File: src/rtl/fifo_pkg.sv
// fifo_pkg: shared FIFO widths, depth and Gray-to-binary helper
package fifo_pkg;
    localparam int DEF_ADDR_WIDTH = 4;
    localparam int DEF_DATA_WIDTH = 8;
    localparam int DEPTH = 2 ** DEF_ADDR_WIDTH;
    function automatic logic [DEF_ADDR_WIDTH:0] gray2bin(input logic [DEF_ADDR_WIDTH:0] g);
        logic [DEF_ADDR_WIDTH:0] b;
        b[DEF_ADDR_WIDTH] = g[DEF_ADDR_WIDTH];
        for (int i = DEF_ADDR_WIDTH - 1; i >= 0; i--) b[i] = b[i+1] ^ g[i];
        return b;
    endfunction
endpackage

File: src/rtl/wr_flow_ctrl_gray2bin.sv
// gray2bin: combinational Gray-to-binary converter of width W
// Ports: gray_i (Gray code in), bin_o (binary out)
module gray2bin #(
    parameter int W = 5
) (
    input  logic [W-1:0] gray_i,
    output logic [W-1:0] bin_o
);
    always_comb begin
        bin_o[W-1] = gray_i[W-1];
        for (int i = W - 2; i >= 0; i--) bin_o[i] = bin_o[i+1] ^ gray_i[i];
    end
endmodule

File: src/rtl/wr_flow_ctrl.sv
// wr_flow_ctrl: write-side skid buffer and fill-level tracker of the async FIFO
// Ports: wr_clk/wr_rst clock and async reset; s_valid/s_ready/s_data upstream handshake;
//        wr_push/wr_data push to write-pointer control, gated by wr_full;
//        wr_ptr/rd_ptr_sync Gray pointers; wr_level/wr_almost_full registered level; skid_occ occupancy
module wr_flow_ctrl
    import fifo_pkg::*;
#(
    parameter int pADDR_WIDTH   = DEF_ADDR_WIDTH,
    parameter int pDATA_WIDTH   = DEF_DATA_WIDTH,
    parameter int pAFULL_THRESH = 12
) (
    input  logic                   wr_clk,
    input  logic                   wr_rst,
    input  logic                   s_valid,
    output logic                   s_ready,
    input  logic [pDATA_WIDTH-1:0] s_data,
    output logic                   wr_push,
    output logic [pDATA_WIDTH-1:0] wr_data,
    input  logic                   wr_full,
    input  logic [pADDR_WIDTH:0]   wr_ptr,
    input  logic [pADDR_WIDTH:0]   rd_ptr_sync,
    output logic [pADDR_WIDTH:0]   wr_level,
    output logic                   wr_almost_full,
    output logic [1:0]             skid_occ
);
    localparam int PW = pADDR_WIDTH + 1;
    localparam logic [PW-1:0] AFULL = PW'(pAFULL_THRESH);

    logic [pDATA_WIDTH-1:0] mem_q [2];
    logic                   head_q, tail_q, ready_q, afull_q;
    logic [1:0]             occ_q, occ_d;
    logic [PW-1:0]          level_q, level_c, wr_bin, rd_bin;
    logic                   accept, drain;

    gray2bin #(.W(PW)) u_wr_g2b (.gray_i(wr_ptr),      .bin_o(wr_bin));
    gray2bin #(.W(PW)) u_rd_g2b (.gray_i(rd_ptr_sync), .bin_o(rd_bin));

    assign accept  = s_valid & ready_q;
    // never push while full: the pointer control would silently drop it
    assign drain   = (occ_q != 2'd0) & ~wr_full;
    assign occ_d   = occ_q + {1'b0, accept} - {1'b0, drain};
    // modular subtraction handles the pointer MSB wrap
    assign level_c = wr_bin - rd_bin;

    always_ff @(posedge wr_clk or posedge wr_rst) begin
        if (wr_rst) begin
            mem_q[0] <= '0;
            mem_q[1] <= '0;
            head_q   <= 1'b0;
            tail_q   <= 1'b0;
            occ_q    <= 2'd0;
            ready_q  <= 1'b0;
            level_q  <= '0;
            afull_q  <= 1'b0;
        end else begin
            if (accept) mem_q[tail_q] <= s_data;
            tail_q  <= tail_q ^ accept;
            head_q  <= head_q ^ drain;
            occ_q   <= occ_d;
            ready_q <= occ_d != 2'd2;
            level_q <= level_c;
            afull_q <= level_c >= AFULL;
        end
    end

    assign s_ready        = ready_q;
    assign wr_push        = drain;
    assign wr_data        = mem_q[head_q];
    assign wr_level       = level_q;
    assign wr_almost_full = afull_q;
    assign skid_occ       = occ_q;
endmodule

File: config.mk
export PLATFORM = sky130hd
export DESIGN_NAME = wr_flow_ctrl
export DESIGN_NICKNAME = d
export VERILOG_FILES = /design/src/rtl/fifo_pkg.sv /design/src/rtl/wr_flow_ctrl_gray2bin.sv /design/src/rtl/wr_flow_ctrl.sv
export SDC_FILE = /design/constraint.sdc
export NUM_CORES = 1
export LEC_CHECK = 0
export ABC_CLOCK_PERIOD_IN_PS = 2300
export BUFFER_PORTS_ARGS = -buffer_cell sky130_fd_sc_hd__buf_4
export CORE_MARGIN = 5
export CORE_UTILIZATION = 54
export DETAILED_ROUTE_END_ITERATION = 10
export PLACE_DENSITY = 0.81
export SYNTH_ARGS = -nofsm -noshare
export SYNTH_HDL_FRONTEND = slang
export SYNTH_SLANG_ARGS = --single-unit
export TNS_END_PERCENT = 10
File: constraint.sdc
create_clock -name wr_clk -period 2.3 [get_ports wr_clk]
set_input_delay 0.23 -clock wr_clk [delete_from_list [all_inputs] [get_ports wr_clk]]
set_output_delay 0.23 -clock wr_clk [all_outputs]
set_load 0.005 [all_outputs]
==> results.json, run 1 <==
{
  "outcome": "complete, no violations",
  "yosys.area.top_type": "dfrtp_1",
  "syn_area_per_cell_um2": 13.4,
  "rsz0062_at_grt": "false",
  "power_switching_share": 0.317,
  "layout.nets": 183,
  "critPathLaunchType": "input pin",
  "synth_fp_nets": 134,
  "die_w_um": 60.6,
  "required_ns": 2.51,
  "vias_per_cell": 5.04,
  "vias": 912,
  "core.rowCount": 18,
  "area_growth_pct": 29.7,
  "die_area_mm2": 0.00367,
  "synthTopCellsByArea": "dfrtp_1 (49%), mux2_2 (20%), ha_1 (7.3%), xnor2_1 (5.1%), xor2_2 (4.7%)",
  "h-tree-depth": 1,
  "power_w": 0.00215,
  "cp_max_fo": 2,
  "drv_slew": 0,
  "hold_viol": 0,
  "drtIter0Drc": 23,
  "drtAntennaViolNets": 0,
  "port_buffers": 39,
  "pre_cts_ws_ns": -0.149,
  "syn_area_mm2": 0.00138,
  "io_pins": 40,
  "setup_ws_ns": 0.198,
  "start_util": 0.562,
  "drcViolationCount": 0,
  "antenna_found_initial": 0,
  "drive_gt1_frac": 0.530,
  "p_per_area_mw_per_mm2": 1200,
  "synth_top_area_frac": 0.490,
  "end_kind": "flip-flop",
  "final_common_cell": "buf_4",
  "wl_per_cell_um": 14.8,
  "hold_path.class": "in -> reg",
  "dp_hpwl_mm": 2.23,
  "power.leakage_nw": 0.865,
  "antenna_cells": 0,
  "finalCritPeriodShare": 0.914,
  "ys_ff_latch": 27,
  "clkSinkCount": 27,
  "skew_ns": 0.00313,
  "comb_power_share": 0.509,
  "wirelength_mm": 2.68,
  "p_int_w": 0.00147,
  "p_clk_frac": 0.090,
  "yosysUniqueCellTypes": 18,
  "dr.pass1.iters": 2,
  "synth_cells": 103,
  "period_minus_slack_ns": 2.10,
  "relSlewSlack": 0.727,
  "synth_warnings": 0,
  "cts_inserted_buffers": 3,
  "grt_pass1_wl_mm": 4.38,
  "postCtsSetupBuffers": 0,
  "clockBufferDepth": 2,
  "fillers": 182,
  "die_y_um": 60.6,
  "seqPwrFrac": 0.401,
  "ys_seq_area_frac": 0.490,
  "grt_overflow": 0,
  "cts_tree": "done",
  "max_slew.worst_pin.slew_ns": 0.410,
  "irDropWorstVdd_mv": 0.729,
  "gp_congestion": 0.787,
  "clkTransAtPathRegs_ns": 0.13,
  "cap_violations": 0,
  "critPathKind": "in -> reg",
  "grt_pass1_vias": 1054,
  "arrival_ns": 2.31,
  "grt_max_degree": 28,
  "track_usage": 0.163,
  "final_cell_mix": "buf_4 (46), dfrtp_1 (27), mux2_2 (24)",
  "clockRootBuffer": "clkbuf_4",
  "power.switching_w": 0.000681,
  "worst_skew_pair.late_latency_ns": 0.31,
  "finalSetupViolCount": 0,
  "timing.fmax_ghz": 0.476,
  "core_area_mm2": 0.00245
}
-- metal layers --
layer  track usage  wire length, µm
met5             0                0
met4        0.0743               41
met3        0.0255              117
met2         0.330             1610
met1         0.157              904
-- power groups by stage --
stage                     logic, W  clock network, W  registers (W)
final                      0.00109          0.000194       0.000860
after global routing       0.00120          0.000218       0.000890
after floorplan           0.000661                 0       0.000819
after detailed placement   0.00111                 0       0.000876
after CTS                  0.00112          0.000201       0.000865
after global placement     0.00106                 0       0.000852
-- synthesized netlist by cell type (all sizes together) --
cell type,instances
nor3,1
nor2,4
a21oi,2
clkbuf,3
xor2,7
xnor2,10
dfrtp,27
fa,1
a21o,1
ha,8
a211oi,1
inv,10
nand2b,2
nand2,1
mux2,24
a311o,1
-- kinds of logic (layout without fill, tap and decap cells) --
kind of cell / Yosys count / in the layout / share of synthesized area
multiplexers: 24 / 24 / 0.196
buffers and inverters: 13 / 61 / 0.0354
flip-flops: 27 / 27 / 0.490
adder cells (fa/ha/maj): 9 / 9 / 0.0870
XOR/XNOR: 17 / 17 / 0.141
AND/OR/NAND/NOR: 8 / 8 / 0.0263
AO/OA/AOI/OAI: 5 / 5 / 0.0254
-- registers in the layout, summed over array words and instances (netlist names) --
register / count
mem_q: 16
wr_level: 5
skid_occ: 2
head_q: 1
s_ready: 1
tail_q: 1
wr_almost_full: 1
-- final cells by class --
cell class | instances | area (µm²) | area share
Timing Repair Buffer | 47 | 355 | 0.198
Sequential cell | 27 | 676 | 0.377
Multi-Input combinational cell | 63 | 658 | 0.368
Inverter | 10 | 37.5 | 0.0210
Clock buffer | 4 | 26.3 | 0.0147
Tap cell | 30 | 37.5 | 0.0210
-- metrics by stage --
stage | util | TNS [ns] | hold slack (ns) | cell area (µm²) | instances
after floorplan | - | 0 | 0.283 | 1380 | 103
after global placement | 0.715 | -0.113 | 0.304 | 1750 | 176
after detailed placement | 0.715 | -0.149 | 0.312 | 1750 | 176
after CTS | 0.729 | 0 | 0.144 | 1790 | 181
after global routing | 0.729 | 0 | 0.134 | 1790 | 181
final | 0.729 | 0 | 0.151 | 1790 | 181
-- repair_timing --
action,in CTS,in global routing
hold buffers,1,0
endpoints found under the hold margin,27,0
resized for setup,0,0
-- path summary, 6_finish.rpt --
check,from,to,slack (ns),cells past startpoint
worst min-delay path,s_data[3],mem_q[11],0.15,2
worst max register to register,skid_occ[1],s_ready,0.66,8
min in group asynchronous,wr_rst,mem_q[9],0.52,4
worst min register to register,mem_q[0],mem_q[0],0.52,1
worst max-delay path,wr_ptr[3],wr_almost_full,0.20,11
max in group asynchronous,wr_rst,mem_q[8],1.54,4
-- worst max-delay path, stage by stage --
cell	delay (ns)
buf_4	0.12
xor2_2	0.22
xor2_2	0.23
xnor2_2	0.10
xor2_1	0.15
ha_1	0.23
fa_2	0.34
nand2b_1	0.15
a21oi_1	0.16
xnor2_1	0.10
a311o_1	0.27
Note: power is estimated with default switching activity, not from simulation.
==> run 2, diff against run 1 <==
ABC_CLOCK_PERIOD_IN_PS = 2400   (was 2300)
CORE_UTILIZATION = 51   (was 54)
PLACE_DENSITY = 0.77   (was 0.81)
clock period = 2.4 ns   (was 2.3 ns; I/O delays follow)
==> run 2 against run 1 <==
Against the previous run:
- via count decreased by 4.5%
- register-to-register slack improved by 0.14 ns
- highest routed layer unchanged
- clock power decreased by 4%
- cell count decreased by 1.1%
- design area decreased by 0.91%
- combinational power decreased by 6%
==> results.json, run 2 (synthesis gave the netlist of run 1 again) <==
{
  "final_common_cell": "buf_4",
  "rsz0062_at_grt": "false",
  "critPathLaunch": "wr_ptr[3]",
  "clkTransAtPathRegs_ns": 0.15,
  "hold_path.class": "in -> reg",
  "gp_congestion": 0.773,
  "outcome": "complete, no violations",
  "irDropWorstVdd_mv": 0.756,
  "post-place-cells": 174,
  "antenna_found_initial": 0,
  "layout.nets": 181,
  "start_util": 0.547,
  "core.rowCount": 18,
  "period_minus_slack_ns": 2.17,
  "wirelength_mm": 2.42,
  "drtIter0Drc": 9,
  "timing.rr.start": "skid_occ[1]",
  "die_y_um": 62.0,
  "final_cell_mix": "buf_4 (44), dfrtp_1 (27), mux2_2 (24)",
  "wl_per_cell_um": 13.5,
  "clockBufferDepth": 2,
  "grt_pass1_vias": 965,
  "cts_tree": "done",
  "area_growth_pct": 28.6,
  "largest_reg_flops": 16,
  "grt_pass1_wl_mm": 3.90,
  "drv_slew": 0,
  "clkSinkCount": 27,
  "finalSetupViolCount": 0,
  "clockRootBuffer": "clkbuf_4",
  "end_kind": "flip-flop",
  "critPathLaunchType": "input pin",
  "pre_cts_ws_ns": -0.122,
  "vias": 871,
  "relSlewSlack": 0.739,
  "h-tree-depth": 1,
  "cp_max_fo": 2,
  "drive_gt1_frac": 0.523,
  "grt_overflow": 0,
  "drtAntennaViolNets": 0,
  "cts-resized-gates": 0,
  "die_area_mm2": 0.00385,
  "dr.pass1.iters": 2,
  "required_ns": 2.60,
  "p_per_area_mw_per_mm2": 1140,
  "io_pins": 40,
  "dp_hpwl_mm": 1.96,
  "arrival_ns": 2.37,
  "largest-register": "mem_q",
  "cap_violations": 0,
  "max_slew.worst_pin.slew_ns": 0.392,
  "die_w_um": 62.0,
  "core_area_mm2": 0.00252,
  "antenna_cells": 0,
  "finalCritPeriodShare": 0.903,
  "setup_ws_ns": 0.233,
  "drcViolationCount": 0,
  "timing.fmax_ghz": 0.462,
  "port_buffers": 39,
  "power_w": 0.00202,
  "power.leakage_nw": 0.859,
  "vias_per_cell": 4.87,
  "hp-start": "s_data[5]",
  "final_util": 0.703,
  "critPathKind": "in -> reg",
  "instances_no_fill": 179,
  "hold_viol": 0,
  "cts_inserted_buffers": 3,
  "skew_ns": 0.0154,
  "worst_skew_pair.late_latency_ns": 0.32,
  "track_usage": 0.139,
  "grt_max_degree": 28
}
==> run 2: cell types whose count changed in the layout (fill, tap and decap cells not counted), sizes merged <==
cell | previous run | this run
clkbuf | 4 | 3
buf | 46 | 44
clkinv | 0 | 1
==> run 2: worst paths after layout <==
check	to	slack [ns]	depth (start not counted)
max reg2reg	s_ready	0.80	8
min in group asynchronous	wr_level[0]	0.53	4
min	mem_q[13]	0.15	2
max	wr_almost_full	0.23	11
max in group asynchronous	mem_q[0]	1.61	4
min reg2reg	mem_q[12]	0.52	1
==> run 2: through the flow <==
step                hold slack (ns)  area [µm²]  setup TNS [ns]
global route                  0.134        1770               0
detailed placement            0.334        1740          -0.122
floorplan                     0.293        1380               0
finish                        0.151        1770               0
CTS                           0.144        1770               0
global placement              0.317        1740         -0.0445
==> run 2: per-layer routing <==
metal	track usage	vias to the layer above	share of wire
met5	0	-	0
met1	0.142	416	0.37
met4	0.0636	0	0.011
li1	-	431	-
met3	0.0124	2	0.051
met2	0.278	22	0.57
==> run 2: layout make-up <==
cell class / count / area [µm²]
fill: 189 / 748
inverter: 10 / 37.5
timing repair buffer: 45 / 340
clock inverter: 1 / 5.00
sequential: 27 / 676
multi-input combinational: 63 / 656
tap: 30 / 37.5
clock buffer: 3 / 22.5
==> run 2: report_power, final <==
group	switching (W)	total [W]	internal, W
combinational	0.000375	0.00102	0.000647
sequential	0.000129	0.000816	0.000687
clock	0.000124	0.000187	0.0000622
==> run 2: critical path, stage by stage <==
cell      delay [ns]
buf_4           0.12
xor2_2          0.22
xor2_2          0.23
xnor2_2         0.10
xor2_1          0.15
ha_1            0.23
fa_1            0.38
nand2b_1        0.15
a21oi_1         0.17
xnor2_1         0.10
a311o_1         0.27
==> run 2: timing repair <==
| action | CTS | global route |
|---|---|---|
| setup buffers | 0 | 0 |
| hold buffers | 1 | 0 |
| hold endpoints to repair | 27 | 0 |
==> run 3, diff against run 2 <==
ABC_AREA = 1   (was not set)
PLACE_DENSITY = 0.76   (was 0.77)
SKIP_CTS_REPAIR_TIMING = 1   (was not set)
==> run 3 against run 2 <==
Against the previous run:
- combinational power decreased by 19%
- maximum frequency rose by 21%
- worst setup slack gained 0.38 ns
- non-clock buffer count is 4 lower
- register-to-register slack lost 0.05 ns
- cell count grew 30%
- critical endpoint unchanged
- largest cell class unchanged
==> results.json, run 3 <==
{
  "outcome": "complete, no violations",
  "timing.fmax_ghz": 0.561,
  "path_buf_inv": 2,
  "grt_max_degree": 28,
  "synth_edf_count": 0,
  "cp_max_fo": 3,
  "io_pins": 40,
  "instances_no_fill": 233,
  "skew_ns": 0.00239,
  "synth_top_area_frac": 0.471,
  "power.switching_w": 0.000613,
  "dp_hpwl_mm": 2.21,
  "core.rowCount": 19,
  "cts_tree": "done",
  "crit_path_top_delay_cell": "fa_1",
  "final_common_cell": "buf_4",
  "ys_ff_latch": 27,
  "drcViolationCount": 0,
  "crit_chain": "buf_4 > inv_1 > nand2_2 > nand3b_1 > nand2_2 > nand2_1 > nand2_2 > nand2_1 > nand2_1 > ha_1 > fa_1 > o21ai_0 > or2_0 > nand2_1 > nand2_1",
  "synthTopCellsByArea": "dfrtp_1 (47%), nand2_1 (9.9%), inv_1 (7.3%), ha_1 (7.0%), mux2_2 (6.3%)",
  "holdWs_ns": 0.139,
  "p_per_area_mw_per_mm2": 1000,
  "critPathMaxStageDelay_ns": 0.41,
  "r2r_slack_ns": 0.75,
  "syn_area_mm2": 0.00143,
  "timing.rr.start": "skid_occ[1]",
  "layout.nets": 234,
  "hold_path.class": "in -> reg",
  "clockBufferDepth": 2,
  "dr.pass1.iters": 4,
  "fillers": 235,
  "synthSimpleGateAreaFrac": 0.189,
  "clockRootBuffer": "clkbuf_4",
  "crit_family": "simple AND/OR/NAND/NOR gates",
  "h-tree-depth": 1,
  "critPathLaunchType": "input pin",
  "antenna_found_initial": 0,
  "grt_pass1_wl_mm": 4.93,
  "drtIter0Drc": 45,
  "async_flop_share": 1.00,
  "synth_mux_area_frac": 0.0628,
  "die_y_um": 63.0,
  "hp-start": "s_data[2]",
  "start_util": 0.524,
  "post-place-cells": 228,
  "relSlewSlack": 0.677,
  "max_slew.worst_pin.slew_ns": 0.484,
  "drtAntennaViolNets": 0,
  "gp_congestion": 0.774,
  "power_switching_share": 0.342,
  "vias": 1156,
  "die_area_mm2": 0.00397,
  "wirelength_mm": 2.79,
  "hold_viol": 0,
  "seqPwrFrac": 0.438,
  "yosysUniqueCellTypes": 19,
  "synth_compound_area_frac": 0.0663,
  "power_w": 0.00179,
  "port_buffers": 39,
  "synthAdderAreaFrac": 0.0838,
  "p_int_w": 0.00118,
  "irDropWorstVdd_mv": 0.748,
  "core_area_mm2": 0.00273,
  "synth_fp_nets": 192,
  "syn_area_per_cell_um2": 8.91,
  "critPathKind": "in -> reg",
  "finalCritPeriodShare": 0.743,
  "comb_power_share": 0.461,
  "vias_per_cell": 4.96,
  "p_clk_frac": 0.101,
  "cts_inserted_buffers": 3,
  "reg2reg_depth": 7,
  "grt_pass1_vias": 1191,
  "hold-path-endpoint": "mem_q[10]",
  "clkSinkCount": 27,
  "required_ns": 2.66,
  "yosysMostFrequentCell": "nand2_1",
  "drv_slew": 0,
  "antenna_cells": 0,
  "synth_warnings": 0,
  "rsz0062_at_grt": "false",
  "cap_violations": 0,
  "setup_tns_ns": 0,
  "clkTransAtPathRegs_ns": 0.13,
  "track_usage": 0.154,
  "end_kind": "flip-flop",
  "wl_per_cell_um": 12.0,
  "cpMostUsedCell": "nand2_1",
  "arrival_ns": 2.04,
  "power.leakage_nw": 0.968,
  "ys_seq_area_frac": 0.471,
  "synth_ff_type": "dfrtp_1",
  "largest-register": "mem_q",
  "grt_overflow": 0,
  "yosys.area.top_type": "dfrtp_1",
  "worst_skew_pair.late_latency_ns": 0.31,
  "die_w_um": 63.0,
  "final_cell_mix": "buf_4 (40), nand2_1 (38), inv_1 (28)",
  "finalSetupViolCount": 0,
  "synth_top_cells_by_count": "nand2_1 (38), inv_1 (28), dfrtp_1 (27)",
  "area_growth_pct": 24.8,
  "drive_gt1_frac": 0.307,
  "synth-xor-area-share": 0.0366,
  "synth_top_family_by_area": "simple AND/OR/NAND/NOR gates",
  "rr_endpoint": "s_ready",
  "synth_cells": 161,
  "period_minus_slack_ns": 1.78,
  "min_delay_path_depth": 3,
  "largest_reg_flops": 16
}
[run 3: power by group through the flow]
stage                     Sequential, W  Clock [W]  Combinational, W
after global routing           0.000815   0.000212          0.000943
after global placement         0.000784          0          0.000804
after floorplan                0.000748          0          0.000501
after CTS                      0.000789   0.000194          0.000843
final                          0.000786   0.000181          0.000827
after detailed placement       0.000800          0          0.000837
[run 3: tightest hold or removal path, cell delays in order]
cell     delay, ns
buf_4         0.08
nand2_1       0.03
o21ai_0       0.06
[run 3: kinds of logic after synthesis]
family                   count (synthesis)
AND/OR/NAND/NOR                         59
buffers and inverters                   33
flip-flops                              27
AO/OA/AOI/OAI                           19
adder cells (fa/ha/maj)                  9
multiplexers                             8
XOR/XNOR                                 6
[run 3: worst max path at each step]
stage	startpoint	to	slack, ns	cells after the start
after global placement	wr_ptr[4]	wr_almost_full	0.37	15
after detailed placement	wr_ptr[4]	wr_almost_full	0.30	15
after CTS	wr_ptr[4]	wr_almost_full	0.65	15
after global routing	wr_ptr[4]	wr_almost_full	0.40	15
final	wr_ptr[4]	wr_almost_full	0.62	15
after floorplan	wr_ptr[3]	wr_almost_full	0.57	15
[run 3: metrics by stage]
| step | util | setup slack (ns) | cell area [µm²] |
|---|---|---|---|
| after detailed placement | 0.641 | 0.300 | 1750 |
| after global routing | 0.654 | 0.402 | 1790 |
| final | 0.654 | 0.616 | 1790 |
| after global placement | 0.641 | 0.373 | 1750 |
| after CTS | 0.651 | 0.647 | 1780 |
| after floorplan | - | 0.572 | 1430 |
[run 3: final cells by class]
class	instances	area, µm²	share of cell area
Clock buffer	4	26.3	0.0147
Inverter	29	109	0.0608
Multi-Input combinational cell	101	629	0.352
Sequential cell	27	676	0.378
Tap cell	31	38.8	0.0217
Timing Repair Buffer	41	310	0.173
[run 3: routing by layer]
metal,vias to the layer above,track usage,wire length (µm)
li1,580,-,-
met1,544,0.169,1120
met2,28,0.278,1450
met3,4,0.0216,151
met4,0,0.0849,65
met5,-,0,0
